==> config.mk <==
export PLATFORM = sky130hd
export DESIGN_NAME = csdiv11_flat
export DESIGN_NICKNAME = d
export VERILOG_FILES = /design/src/rtl/csdiv11_if.sv /design/src/rtl/csdiv11.sv /design/src/flat_wrapper.sv
export SDC_FILE = /design/constraint.sdc
export NUM_CORES = 1
export LEC_CHECK = 0
export CAP_MARGIN = 0
export CORE_UTILIZATION = 30
export CTS_CLUSTER_SIZE = 40
export DETAILED_ROUTE_END_ITERATION = 8
export GPL_TIMING_DRIVEN = 0
export SYNTH_ARGS = -nofsm -noshare
export SYNTH_HDL_FRONTEND = slang
export SYNTH_SLANG_ARGS = --single-unit
==> constraint.sdc <==
create_clock -name clk -period 2.9 [get_ports clk]
set_input_delay 0.435 -clock clk [delete_from_list [all_inputs] [get_ports clk]]
set_output_delay 0.435 -clock clk [all_outputs]
set_load 0.005 [all_outputs]
==> src/rtl/csdiv11_if.sv <==
// Request/result bundle for the csdiv11 restoring divider.
// The sticky signal exists only when CSDIV_STICKY_EN is defined.
interface csdiv11_if #(
  parameter int unsigned W = 11
);
  logic             in_valid;
  logic             in_ready;
  logic [2*W-1:0]   n;
  logic [W-1:0]     d;
  logic             out_valid;
  logic             out_ready;
  logic [W-1:0]     q;
  logic [W-1:0]     r;
  logic             dz;
  logic             ovf;
`ifdef CSDIV_STICKY_EN
  logic             sticky;

  modport master (
    output in_valid, n, d, out_ready,
    input  in_ready, out_valid, q, r, dz, ovf, sticky
  );

  modport slave (
    input  in_valid, n, d, out_ready,
    output in_ready, out_valid, q, r, dz, ovf, sticky
  );
`else
  modport master (
    output in_valid, n, d, out_ready,
    input  in_ready, out_valid, q, r, dz, ovf
  );

  modport slave (
    input  in_valid, n, d, out_ready,
    output in_ready, out_valid, q, r, dz, ovf
  );
`endif
endinterface

==> src/rtl/csdiv11.sv <==
// Iterative unsigned restoring divider: 2W-bit dividend / W-bit divisor, one quotient bit per cycle.
// Optional inexact flag on the sticky port when CSDIV_STICKY_EN is defined.
module csdiv11 #(
  parameter int unsigned W = 11
) (
  input  logic      clk,
  input  logic      reset,
  csdiv11_if.slave  bus
);

  localparam int unsigned CntW = $clog2(W);

  typedef enum logic [1:0] {StIdle, StRun, StDone} state_e;

  state_e          state_q, state_d;
  logic [W-1:0]    rem_q, rem_d;
  logic [W-1:0]    lo_q, lo_d;
  logic [W-1:0]    dv_q, dv_d;
  logic [W-1:0]    qreg_q, qreg_d;
  logic [W-1:0]    q_q, q_d;
  logic [W-1:0]    r_q, r_d;
  logic [CntW-1:0] cnt_q, cnt_d;
  logic            dz_q, dz_d;
  logic            ovf_q, ovf_d;
`ifdef CSDIV_STICKY_EN
  logic            sticky_q, sticky_d;
`endif

  logic [W:0]      shifted;
  logic [W:0]      diff;
  logic            qbit;
  logic [W-1:0]    rem_next;
  logic [W-1:0]    qreg_next;

  always_comb begin
    // rem < d always holds, so the difference fits in W bits and its MSB is the borrow.
    shifted   = {rem_q, lo_q[W-1]};
    diff      = shifted - {1'b0, dv_q};
    qbit      = ~diff[W];
    rem_next  = qbit ? diff[W-1:0] : shifted[W-1:0];
    qreg_next = {qreg_q[W-2:0], qbit};

    state_d  = state_q;
    rem_d    = rem_q;
    lo_d     = lo_q;
    dv_d     = dv_q;
    qreg_d   = qreg_q;
    q_d      = q_q;
    r_d      = r_q;
    cnt_d    = cnt_q;
    dz_d     = dz_q;
    ovf_d    = ovf_q;
`ifdef CSDIV_STICKY_EN
    sticky_d = sticky_q;
`endif

    case (state_q)
      StIdle: begin
        if (bus.in_valid) begin
          dv_d = bus.d;
          if (bus.d == '0) begin
            state_d  = StDone;
            dz_d     = 1'b1;
            ovf_d    = 1'b0;
            q_d      = '1;
            r_d      = bus.n[W-1:0];
`ifdef CSDIV_STICKY_EN
            sticky_d = |bus.n;
`endif
          end else if (bus.n[2*W-1:W] >= bus.d) begin
            state_d  = StDone;
            dz_d     = 1'b0;
            ovf_d    = 1'b1;
            q_d      = '1;
            r_d      = '0;
`ifdef CSDIV_STICKY_EN
            sticky_d = 1'b1;
`endif
          end else begin
            state_d = StRun;
            rem_d   = bus.n[2*W-1:W];
            lo_d    = bus.n[W-1:0];
            qreg_d  = '0;
            cnt_d   = '0;
          end
        end
      end
      StRun: begin
        rem_d  = rem_next;
        lo_d   = {lo_q[W-2:0], 1'b0};
        qreg_d = qreg_next;
        cnt_d  = cnt_q + CntW'(1);
        if (cnt_q == CntW'(W - 1)) begin
          state_d  = StDone;
          q_d      = qreg_next;
          r_d      = rem_next;
          dz_d     = 1'b0;
          ovf_d    = 1'b0;
`ifdef CSDIV_STICKY_EN
          sticky_d = |rem_next;
`endif
        end
      end
      StDone: begin
        if (bus.out_ready) state_d = StIdle;
      end
      default: state_d = StIdle;
    endcase
  end

  always_ff @(posedge clk) begin
    if (reset) begin
      state_q  <= StIdle;
      rem_q    <= '0;
      lo_q     <= '0;
      dv_q     <= '0;
      qreg_q   <= '0;
      q_q      <= '0;
      r_q      <= '0;
      cnt_q    <= '0;
      dz_q     <= 1'b0;
      ovf_q    <= 1'b0;
`ifdef CSDIV_STICKY_EN
      sticky_q <= 1'b0;
`endif
    end else begin
      state_q  <= state_d;
      rem_q    <= rem_d;
      lo_q     <= lo_d;
      dv_q     <= dv_d;
      qreg_q   <= qreg_d;
      q_q      <= q_d;
      r_q      <= r_d;
      cnt_q    <= cnt_d;
      dz_q     <= dz_d;
      ovf_q    <= ovf_d;
`ifdef CSDIV_STICKY_EN
      sticky_q <= sticky_d;
`endif
    end
  end

  assign bus.in_ready  = (state_q == StIdle);
  assign bus.out_valid = (state_q == StDone);
  assign bus.q         = q_q;
  assign bus.r         = r_q;
  assign bus.dz        = dz_q;
  assign bus.ovf       = ovf_q;
`ifdef CSDIV_STICKY_EN
  assign bus.sticky    = sticky_q;
`endif

endmodule
==> src/flat_wrapper.sv <==
// flat-port wrapper written by rule: the top's interface ports become plain ports
module csdiv11_flat 
#(
  parameter int unsigned W = 11
)
  (clk, reset, bus_in_valid, bus_n, bus_d, bus_out_ready, bus_in_ready, bus_out_valid, bus_q, bus_r, bus_dz, bus_ovf);
  csdiv11_if #(.W(W)) bus_i ();
  input  logic clk;
  input  logic reset;
  input wire logic [$bits(bus_i.in_valid)-1:0] bus_in_valid;
  input wire logic [$bits(bus_i.n)-1:0] bus_n;
  input wire logic [$bits(bus_i.d)-1:0] bus_d;
  input wire logic [$bits(bus_i.out_ready)-1:0] bus_out_ready;
  output wire logic [$bits(bus_i.in_ready)-1:0] bus_in_ready;
  output wire logic [$bits(bus_i.out_valid)-1:0] bus_out_valid;
  output wire logic [$bits(bus_i.q)-1:0] bus_q;
  output wire logic [$bits(bus_i.r)-1:0] bus_r;
  output wire logic [$bits(bus_i.dz)-1:0] bus_dz;
  output wire logic [$bits(bus_i.ovf)-1:0] bus_ovf;
  assign bus_i.in_valid = bus_in_valid;
  assign bus_i.n = bus_n;
  assign bus_i.d = bus_d;
  assign bus_i.out_ready = bus_out_ready;
  assign bus_in_ready = bus_i.in_ready;
  assign bus_out_valid = bus_i.out_valid;
  assign bus_q = bus_i.q;
  assign bus_r = bus_i.r;
  assign bus_dz = bus_i.dz;
  assign bus_ovf = bus_i.ovf;
  csdiv11 #(.W(W)) u_core (.clk(clk), .reset(reset), .bus(bus_i));
endmodule
# ---- Yosys cells after proc, flatten, opt, wreduce, memory -nomap -nowiden
# Index checks and enable logic that the tools add are counted.
dict set report classes {
  add_sub_neg 2
  n_mux 42
  order_cmp 1
  eq_ne 9
  n_bitwise 1
  n_reduce_logical 7
  n_shift 0
  multipliers 0
  div_mod_pow 0
}
# op count
set ops {}
lappend ops {{2-to-1 mux 11 bit} 15}
lappend ops {{one-hot mux 11 bit (2 select lines)} 4}
lappend ops {{2-to-1 mux 10 bit} 3}
lappend ops {{one-hot mux 10 bit (2 select lines)} 1}
lappend ops {{2-to-1 mux 4 bit} 3}
lappend ops {{subtractor 12 x 11 -> 12 bit} 1}
lappend ops {{greater-or-equal comparator 11 bit} 1}
lappend ops {{logical NOT 11 bit} 1}
lappend ops {{2-to-1 mux 2 bit} 5}
lappend ops {{inequality test 2 bit, second input constant} 4}
lappend ops {{one-hot mux 4 bit (2 select lines)} 1}
lappend ops {{AND reduction 4 bit} 2}
lappend ops {{2-to-1 mux 1 bit} 7}
lappend ops {{one-hot mux 2 bit (3 select lines)} 1}
lappend ops {{adder 4 x 1 -> 4 bit, second input constant} 1}
lappend ops {{equality test 4 bit, second input constant} 1}
lappend ops {{one-hot mux 1 bit (2 select lines)} 2}
lappend ops {{inequality test 3 x 1 -> 1 bit, second input constant} 1}
lappend ops {{AND reduction 3 bit} 1}
lappend ops {{equality test 2 x 1 -> 1 bit, second input constant} 1}
lappend ops {{equality test 2 bit, second input constant} 1}
lappend ops {{logical NOT 2 bit} 1}
lappend ops {{inequality test 2 x 1 -> 1 bit, second input constant} 1}
lappend ops {{AND reduction 2 bit} 1}
lappend ops {{other kinds (2)} 2}
dict set report totals {
  mem_bits_rw 0
  input_bits 37
  out_inout_bits 26
  reg_bits 73
  romBits 0
  n_memories 0
  wordCells 72
  latch_bits 0
}

# ---- Logic depth before layout (Yosys ltp)
dict set report depth {
  ltp_word 5
  ltp_mapped 11
  mapped_depth_nobuf 10
}

# ---- Worst setup path after synthesis
# OpenSTA, ideal clock, no wires.
dict set report synth_path {
  path_type {register to register}
  from {reg u_core.lo_q[10]}
  to {reg u_core.r_q[8], in the netlist u_core.bus.r[8]}
  n_path_buf 0
  setup_time_ps 91
  arrival_time_ps 2236
  path_stages_with_launch 11
  synth_period_minus_slack_ps 2327
  t_required_ps 2809
  slack_ps 573
  path_cell_list {dfxtp_1 > inv_1 > ha_1 > fa_1 > nand2b_1 > a21oi_1 > o221ai_1 > a21o_1 > a211oi_1 > o21ai_1 > a311oi_1}
}
dict set report synth_between {
  elab_chain_cells 4
}
# element line_no
set synth_rtl {}
lappend synth_rtl {{start: declaration} csdiv11.sv:17} ;# logic [W-1:0] lo_q, lo_d;
lappend synth_rtl {{start signal: assignment} csdiv11.sv:129} ;# lo_q <= lo_d;
lappend synth_rtl {{subtractor 12 x 11 -> 12 bit} csdiv11.sv:38} ;# diff = shifted - {1'b0, dv_q};
lappend synth_rtl {{2-to-1 mux 11 bit} csdiv11.sv:40} ;# rem_next = qbit ? diff[W-1:0] : shifted[W-1:0];
lappend synth_rtl {{2-to-1 mux 11 bit} csdiv11.sv:93} ;# if (cnt_q == CntW'(W - 1)) begin
lappend synth_rtl {{one-hot mux 11 bit (2 select lines)} csdiv11.sv:57} ;# case (state_q)
lappend synth_rtl {{end signal: assignment} csdiv11.sv:133} ;# r_q <= r_d;
lappend synth_rtl {{end: declaration} csdiv11.sv:21} ;# logic [W-1:0] r_q, r_d;
# Every way passes these cells. The select of a mux whose other input is x is not followed.
# A chain may end at the register's enable or synchronous reset.

# ---- Worst setup path in the final report
dict set report layout_path {
  from {reg u_core.lo_q[10]}
  to {reg u_core.rem_q[8]}
}
dict set report layout_between {
  elab_chain_cells 3
}
# element line_no
set layout_rtl {}
lappend layout_rtl {{subtractor 12 x 11 -> 12 bit} csdiv11.sv:38}
lappend layout_rtl {{2-to-1 mux 11 bit} csdiv11.sv:40}
lappend layout_rtl {{one-hot mux 11 bit (2 select lines)} csdiv11.sv:57}
lappend layout_rtl {{end signal: assignment} csdiv11.sv:128} ;# rem_q <= rem_d;
lappend layout_rtl {{end: declaration} csdiv11.sv:16} ;# logic [W-1:0] rem_q, rem_d;
# Every way passes these cells.

==> results.yml <==
status:
  status: "finished, final reports clean"
clocking:
  cts.root.buffer_cell: "clkbuf_16"
  clk_pin_slew_ps: 60
  postCtsHoldBufs: 0
  clock_path_buffers: 2
  cts_buffers: 9
  cts_tree: "built"
  numClockSinks: 73
  clock_latency_ps: 330
  htreeDepth: 3
sta:
  tns_ps: 0
  hold_viol: 0
  maxSlewViolCount: 0
  max_slew_margin_pct: 56.9
  fin_ws_ps: 78.1
  timing.final.crit_share_pct: 97.3
  setup_viol: 0
  rsz0062_at_grt: "true"
  clock-skew-final_ps: 5.62
  period_minus_slack_ps: 2820
  worstMarginPinSlew_ps: 646
  fmax_mhz: 354
detailed_routing:
  ant_nets: 0
  dr_wl_met2_um: 6210
  drc_errors: 0
  vias: 4186
  wl_met3_um: 541
  topRoutingLayerUsed: "met4"
  drtIter0Drc: 244
  routed_wl_um: 13100
  wl_met1_um: 5930
  avgRoutedWirePerCell_um: 16.7
  via_per_inst: 5.35
  drt-pass1-iter-count: 5
yosys:
  synth_edf_count: 0
  synth-async-reset-ratio_pct: 0
  synth_top_area_cell: "dfxtp_1"
  synthCells: 526
  netlist_top_cells_area: "dfxtp_1 (36%), ha_1 (7.4%), nor2_1 (7.2%)"
  postSynthAreaPerCell_um2: 7.75
  syn_area_um2: 4080
  yosysUniqueCellTypes: 55
  synth-main-ff-cell: "dfxtp_1"
  ys_seq_elements: 73
  ys_warn_count: 0
  synth_common_cells: "nor2_1 (78), dfxtp_1 (73), nand2_1 (58)"
  seq_area_frac_synth_pct: 35.9
  syn_nets: 588
  yosysMostFrequentCell: "nor2_1"
  synth.top_cell.area_share_pct: 35.9
worst_setup_path:
  crit_chain: "inv_1, ha_1, fa_1, nand2b_1, a21oi_2, o221ai_1, a21o_1, a211oi_1, o21ai_1, a311oi_1"
  worst-path-stages: 10
  crit_end: "u_core.rem_q[8]"
  crit_path_max_incr_delay_ps: 410
  crit_path_start_kind: "flip-flop"
  worstRegToRegCells: 10
  crit_buf_inv: 1
  cp.arrival_ps: 3060
  crit_start: "u_core.lo_q[10]"
  critical_path_class: "reg -> reg"
  rrSetupSlack_ps: 80
  critPathRequiredTime_ps: 3140
  crit_fanout: 4
  slowest_stage: "fa_1"
  r2r-end: "u_core.rem_q[8]"
  cpLargestDelayFamily: "compound AO/OA/AOI/OAI gates"
  worstReg2RegStart: "u_core.lo_q[10]"
  end_kind: "flip-flop"
place:
  place_congestion: 0.925
  port_buffers: 61
  place_ws_ps: -275
  hpwl_um: 10300
  place_inst: 763
grt:
  grt_pass1_vias: 3943
  grt_max_degree: 15
  gr-usage-all-layers_pct: 18.9
  grt_pass1_wl_um: 20800
  gr-total-overflow: 0
  antenna_found_initial: 0
min_path:
  min_path_type: "reg -> reg"
cells_and_area:
  final_cells: 782
  utilization_pct: 39.8
  area.growth.synth_to_final_pct: 29.3
  diodes: 0
  nets: 663
  post_route_cells_drive_above_1_share_pct: 7.59
floorplan:
  dieArea_um2: 14100
  initial_core_util_pct: 30.8
  ios: 63
  core_area_um2: 13200
  core.rowCount: 42
  die_w_um: 119
  die_h_um: 119
power:
  power_per_cell_area_nw_per_um2: 683
  ir_worst_vdd_v: 0.000270
  leakage_uw: 0.00195
run:
  cap_violations: 0
[power by group]
| part | total, uW | leakage [uW] | internal (uW) | switching, uW |
|---|---|---|---|---|
| logic | 1280 | 0.00120 | 515 | 769 |
| registers | 1190 | 0.000599 | 1110 | 78.9 |
| clock network | 1120 | 0.000150 | 673 | 452 |
[area by class of cell]
class / count / area [um^2]
Sequential cell: 73 / 1460
Buffer: 33 / 155
Clock inverter: 7 / 78.8
Clock buffer: 9 / 225
Fill cell: 1375 / 7970
Timing Repair Buffer: 64 / 633
Multi-Input combinational cell: 386 / 2370
Tap cell: 176 / 220
Inverter: 34 / 128
[sequential cells by signal (all words and copies together), names as in the netlist]
name / count
u_core.bus.q: 11
u_core.bus.r: 11
u_core.dv_q: 11
u_core.lo_q: 11
u_core.rem_q: 11
u_core.qreg_q: 10
u_core.cnt_q: 4
u_core.state_q: 2
u_core.bus.dz: 1
u_core.bus.ovf: 1
[worst min-delay path, delay by kind of cell, from the launching register on]
family,cells,cell delay [ps]
and+or+nand+nor,1,50
AOI/OAI and AO/OA,1,50
DFF,1,310
[what timing repair did]
action,CTS,global route
pin swaps,0,2
buffers inserted,0,3
gates resized for setup,1,11
setup endpoints to repair,1,35
[kinds of logic after synthesis]
family	after synthesis	synth area share (%)
and+or+nand+nor	206	22.3
AOI/OAI and AO/OA	149	25.7
DFF	73	35.9
buffers and inverters	67	6.91
adders and majority gates	25	7.86
muxes	4	1.01
xor gates and xnor gates	2	0.430
[per-layer routing]
metal | GRT usage [%] | vias to the layer above
li1 | - | 2040
met5 | 0 | -
met3 | 2.85 | 31
met1 | 24.2 | 1969
met4 | 8.23 | 0
met2 | 31.1 | 146
[metrics by stage]
stage | instance area (um^2) | hold WS [ps] | total power (uW)
2_1_floorplan | 4080 | 436 | 1980
3_3_place_gp | 4910 | 448 | 2400
3_5_place_dp | 4910 | 447 | 2410
4_1_cts | 5220 | 455 | 3540
5_1_grt | 5270 | 476 | 3790
6_report | 5270 | 454 | 3600
[cell usage in the layout (no fill, tap or decap), types with 19 or more instances in the layout]
master	instances
clkbuf_1	19
ha_1	24
inv_1	33
a311oi_1	27
dfxtp_1	73
nand2_1	58
nor3_1	28
nor2_1	78
a21oi_1	34
clkdlybuf4s50_1	61
o21ai_0	22
[worst min-delay path by stage]
stage | slack (ps) | cells past startpoint | to | startpoint
finish | 450 | 2 | u_core.dv_q[7] | u_core.dv_q[7]
global route | 480 | 2 | u_core.dv_q[7] | u_core.dv_q[7]
CTS | 450 | 2 | u_core.dv_q[4] | u_core.dv_q[4]
detailed placement | 450 | 2 | u_core.dv_q[4] | u_core.dv_q[4]
global placement | 450 | 2 | u_core.dv_q[2] | u_core.dv_q[2]
floorplan | 440 | 2 | u_core.dv_q[10] | u_core.dv_q[10]
Note: power is estimated with default switching activity, not from simulation.
